--- src/rtl/gpo_cmd_master.sv ---
// gpo_cmd_master: on-chip initiator for the GPO/GPI command protocol.
// Drives clean enable pulses and collects 32- or 64-bit GPI responses.
module gpo_cmd_master #(
  parameter int          HOLD_CYCLES = 2,
  parameter int          RSP_WAIT    = 3,
  parameter logic [7:0]  CMD_HIGH    = 8'd11
) (
  input  logic        clk,
  input  logic        i_rst_n,
  input  logic        i_req_valid,
  output logic        o_req_ready,
  input  logic [7:0]  i_req_cmd,
  input  logic [22:0] i_req_data,
  input  logic        i_req_wide,
  output logic [31:0] o_gpo,
  input  logic [31:0] i_gpi,
  output logic        o_rsp_valid,
  output logic [63:0] o_rsp_data,
  output logic        o_busy
);

  localparam int MAXC = (HOLD_CYCLES > RSP_WAIT) ? HOLD_CYCLES : RSP_WAIT;
  localparam int CW   = $clog2(MAXC + 1);

  typedef enum logic [2:0] {
    S_IDLE,
    S_SETUP,
    S_ASSERT,
    S_WAIT,
    S_RESP
  } state_t;

  state_t        state_q, state_d;
  logic [CW-1:0] cnt_q, cnt_d;
  logic [7:0]    cmd_q, cmd_d;
  logic [22:0]   data_q, data_d;
  logic          en_q, en_d;
  logic          wide_q, wide_d;
  logic          phase_q, phase_d;
  logic [63:0]   rsp_q, rsp_d;
  logic          vld_q, vld_d;

  always_ff @(posedge clk or negedge i_rst_n) begin
    if (!i_rst_n) begin
      state_q <= S_IDLE;
      cnt_q   <= '0;
      cmd_q   <= '0;
      data_q  <= '0;
      en_q    <= 1'b0;
      wide_q  <= 1'b0;
      phase_q <= 1'b0;
      rsp_q   <= '0;
      vld_q   <= 1'b0;
    end else begin
      state_q <= state_d;
      cnt_q   <= cnt_d;
      cmd_q   <= cmd_d;
      data_q  <= data_d;
      en_q    <= en_d;
      wide_q  <= wide_d;
      phase_q <= phase_d;
      rsp_q   <= rsp_d;
      vld_q   <= vld_d;
    end
  end

  always_comb begin
    state_d = state_q;
    cnt_d   = cnt_q;
    cmd_d   = cmd_q;
    data_d  = data_q;
    en_d    = 1'b0;
    wide_d  = wide_q;
    phase_d = phase_q;
    rsp_d   = rsp_q;
    vld_d   = 1'b0;
    unique case (state_q)
      S_IDLE: begin
        if (i_req_valid) begin
          state_d = S_SETUP;
          cmd_d   = i_req_cmd;
          data_d  = i_req_data;
          wide_d  = i_req_wide;
          phase_d = 1'b0;
        end
      end
      S_SETUP: begin
        state_d = S_ASSERT;
        en_d    = 1'b1;
        cnt_d   = CW'(HOLD_CYCLES - 1);
      end
      S_ASSERT: begin
        if (cnt_q == '0) begin
          state_d = S_WAIT;
          cnt_d   = CW'(RSP_WAIT - 1);
        end else begin
          en_d  = 1'b1;
          cnt_d = cnt_q - 1'b1;
        end
      end
      S_WAIT: begin
        if (cnt_q != '0) begin
          cnt_d = cnt_q - 1'b1;
        end else if (!phase_q) begin
          rsp_d[31:0] = i_gpi;
          if (wide_q) begin
            // reissue as the high-half command; enable edge comes fresh
            phase_d = 1'b1;
            cmd_d   = CMD_HIGH;
            data_d  = '0;
            state_d = S_SETUP;
          end else begin
            rsp_d[63:32] = '0;
            state_d      = S_RESP;
            vld_d        = 1'b1;
          end
        end else begin
          rsp_d[63:32] = i_gpi;
          state_d      = S_RESP;
          vld_d        = 1'b1;
        end
      end
      S_RESP: begin
        state_d = S_IDLE;
      end
      default: begin
        state_d = S_IDLE;
      end
    endcase
  end

  assign o_gpo       = {cmd_q, en_q, data_q};
  assign o_req_ready = (state_q == S_IDLE);
  assign o_busy      = ~o_req_ready;
  assign o_rsp_valid = vld_q;
  assign o_rsp_data  = rsp_q;

endmodule

--- config.mk ---
export PLATFORM = sky130hd
export DESIGN_NAME = gpo_cmd_master
export DESIGN_NICKNAME = d
export VERILOG_FILES = /design/src/rtl/gpo_cmd_master.sv
export SDC_FILE = /design/constraint.sdc
export NUM_CORES = 1
export LEC_CHECK = 0
export CORE_ASPECT_RATIO = 2
export CORE_UTILIZATION = 25
export CTS_BUF_LIST = sky130_fd_sc_hd__clkbuf_8
export CTS_CLUSTER_DIAMETER = 120
export CTS_CLUSTER_SIZE = 40
export DETAILED_ROUTE_END_ITERATION = 8
export GPL_TIMING_DRIVEN = 0
export PLACE_DENSITY = 0.58
export SYNTH_ARGS = -nofsm -noshare
export SYNTH_HDL_FRONTEND = slang
export SYNTH_SLANG_ARGS = --single-unit
--- constraint.sdc ---
create_clock -name clk -period 2.2 [get_ports clk]
set_input_delay 0.22 -clock clk [delete_from_list [all_inputs] [get_ports clk]]
set_output_delay 0.22 -clock clk [all_outputs]
set_load 0.02 [all_outputs]
==> flow_summary_export.csv <==
group,metric,value,unit
placed_design,globalplace.congestion,0.741,
synth,syn_nets,400,
synth,synth_edf_count,0,
synth,synth_ff_type,"dfrtp_1",
power_and_ir_drop,p_leak,2.76,nW
layout,antenna_cells,0,
worst_setup_path,critPathSlowestCell,"clkdlybuf4s50_1",
route,wl_per_cell,15.1,um
worst_setup_path,cp-startpoint,"state_q[1]",
route,route.detailed.drc,0,
timing,timing.final.ws_setup,0.105,ns
worst_setup_path,required,1.98,ns
floorplanning,rows,67,
floorplanning,die-height,186,um
worst_setup_path,r2r_end,"o_rsp_data[16]",
placed_design,dpl_worst_slack,0.107,ns
route,dr.pass1.iters,4,
timing,finalCritPeriodShare,95.2,%
layout,syn_to_final_growth,52.1,%
synth,synth_warnings,0,
clock_tree,cts_made_buffers,9,
timing,setup_viol,0,
worst_setup_path,arrival,1.87,ns
power_and_ir_drop,power_density,1520,nW/um^2
clock_tree,cts.sinks,104,
floorplanning,initial_core_util,25.4,%
timing,finalClockSkew,0.0125,ns
synth,syn_avg_cell_area,12.8,um^2
clock_tree,path_clk_slew,0.10,ns
route,num_vias,3105,
worst_setup_path,reg2reg_depth,6,
global_route,grt_pass1_wl,17000,um
synth,synthCells,331,
worst_setup_path,slowest_delay,0.65,ns
timing,fmax,477,MHz
power_and_ir_drop,power,9.80,mW
worst_setup_path,start_kind,"flop",
global_route,grt_max_degree,56,
timing,min_period,2.09,ns
floorplanning,die-area,17500,um^2
clock_tree,clockRootBuffer,"clkbuf_8",
worst_hold_path,hold_class,"input port to flop",
floorplanning,fp.dieW,94.0,um
route,dr.first_iter.drc_count,40,
global_route,gr-usage-all-layers,13.0,%
timing,grt_setup_unrepaired,"no",
clock_tree,cts_tree,"done",
timing,slew-limit-headroom,54.6,%
floorplanning,core_area,16700,um^2
worst_setup_path,setup.worst_path.end_class,"primary output",
synth,yosysSeqAreaShare,61.4,%
global_route,grt_antenna_before_repair,0,
synth,syn_area,4240,um^2
worst_setup_path,path_cells,"buf_2, nor3_2, clkdlybuf4s50_1",
worst_setup_path,reg2reg_setup_slack,0.18,ns
route,via_per_inst,4.30,
clock_tree,cts_buffer_depth,2,
synth,ys_seq_elements,104,
power_and_ir_drop,max-vdd-ir-drop,0.538,mV
route,ant_nets,0,
global_route,gr-total-overflow,0,
global_route,grt_pass1_vias,3259,
timing,worstMarginPinSlew,0.681,ns
timing,hold_viol_final,0,
layout,fillers,1602,
worst_setup_path,crit_fanout,10,
job,maxCapViolCount,0,
worst_setup_path,crit_type,"flop to primary output",
status,run_status,"finished, final reports clean",
layout,nets,580,
clock_tree,cts_max_level,3,
layout,layout-drive-gt1-share,14.4,%
clock_tree,clkLatencyLatePin,0.38,ns
placed_design,dp_hpwl,8130,um
synth,synth_cell_types,31,
worst_setup_path,endpoint,"o_req_ready",
floorplanning,ioPinCount,166,
route,drt-total-wl,10900,um
timing,drv_slew,0,
synth,synth_async_sr_flop_share,100,%
worst_setup_path,regToRegStartpoint,"cnt_q[0]",
placed_design,port-buffer-count,165,
[cell usage after synthesis, types with 2 or more instances]
cell type,number,area [um^2]
dfrtp_1,104,2600
mux2_1,4,45.0
inv_1,40,150
nor3_4,2,32.5
mux2_2,29,327
nor3_1,3,15.0
ha_1,2,25.0
a22o_1,28,245
nand2_1,38,143
mux2i_1,32,320
nand2b_1,2,12.5
buf_2,8,40.0
a21oi_1,6,30.0
buf_6,3,33.8
buf_4,6,45.0
nor2_1,6,22.5
clkbuf_1,4,15.0
[how the worst min path moves through the flow]
stage | from | endpoint | slack (ns) | cells after the start
3_3_place_gp | o_rsp_data[22] | o_rsp_data[22] | 0.47 | 1
5_1_grt | i_req_wide | wide_q | 0.36 | 3
6_report | i_req_wide | wide_q | 0.36 | 3
2_1_floorplan | i_rst_n | cmd_q[0] | -0.08 | 0
3_5_place_dp | i_rst_n | o_rsp_data[27] | 0.30 | 1
4_1_cts | i_req_wide | wide_q | 0.34 | 3
[area by class of cell]
type                       instances  area (um^2)  area share, %
clock inverter                     5          105           1.63
inverter                          40          150           2.33
sequential                       104         2600           40.4
tap                              207          259           4.02
multi-input combinational        166         1350           21.0
buffer                            21          134           2.08
clock buffer                      10          138           2.14
timing repair buffer             169         1700           26.4
[placed cells by master, fill, tap and decap left out, types with 6 or more instances in the layout]
cell and count:
buf_2 8, a21oi_1 6, a22o_1 28, clkbuf_8 10, inv_1 40, clkdlybuf4s50_1 164, buf_4 9, nand2_1 38
mux2_2 29, mux2i_1 32, dfrtp_1 104, nor2_1 6
[critical path, delay by kind of cell (launching register included)]
kind	cells	cell delay [ns]
buf+inv	2	0.84
flops	1	0.43
simple gates	1	0.24
[state kept, by name, indices dropped and copies added (netlist names)]
| signal | flops |
|---|---|
| o_rsp_valid | 1 |
| cnt_q | 2 |
| o_rsp_data | 64 |
| cmd_q | 8 |
| en_q | 1 |
| state_q | 3 |
| phase_q | 1 |
| wide_q | 1 |
| data_q | 23 |
[cell families (layout without fill, tap and decap cells)]
group                      count (synthesis)  in the layout  share of synthesized area, %
DFF                                      104            104                          61.4
adders and majority gates                  2              2                         0.591
and+or+nand+nor                           61             61                          7.56
buffers and inverters                     61            245                          6.71
AOI/OAI and AO/OA                         38             38                          7.36
muxes                                     65             65                          16.3
[report_power, final]
part / total (mW) / internal (mW) / switching, mW / leakage (nW)
logic: 5.09 / 2.54 / 2.55 / 1.33
registers: 3.27 / 2.80 / 0.462 / 1.31
clock network: 1.44 / 0.780 / 0.655 / 0.115
total: 9.80 / 6.13 / 3.67 / 2.76
[stage by stage]
stage	hold slack [ns]	utilization [%]	instance area [um^2]	setup TNS, ns	instances
finish	0.365	38.6	6440	0	722
global route	0.364	38.6	6440	0	722
CTS	0.336	38.5	6430	0	720
detailed placement	0.300	37.0	6170	0	704
global placement	0.473	36.8	6150	-327.81	703
floorplan	-0.0756	-	4240	0	331
[metal layers]
layer | vias to the layer above | wire length, um | track usage, %
met5 | - | 0 | 0
met4 | 0 | 289 | 6.77
met3 | 18 | 451 | 2.17
met2 | 102 | 5910 | 23.3
met1 | 1521 | 4220 | 14.4
li1 | 1464 | - | -
[timing repair]
item	CTS	global route
pin swaps	0	1
hold endpoints to repair	49	0
setup endpoints to repair	2	28
resized for setup	1	0
buffers inserted	0	2
hold buffers	1	0
(Power assumes the default switching activity.)
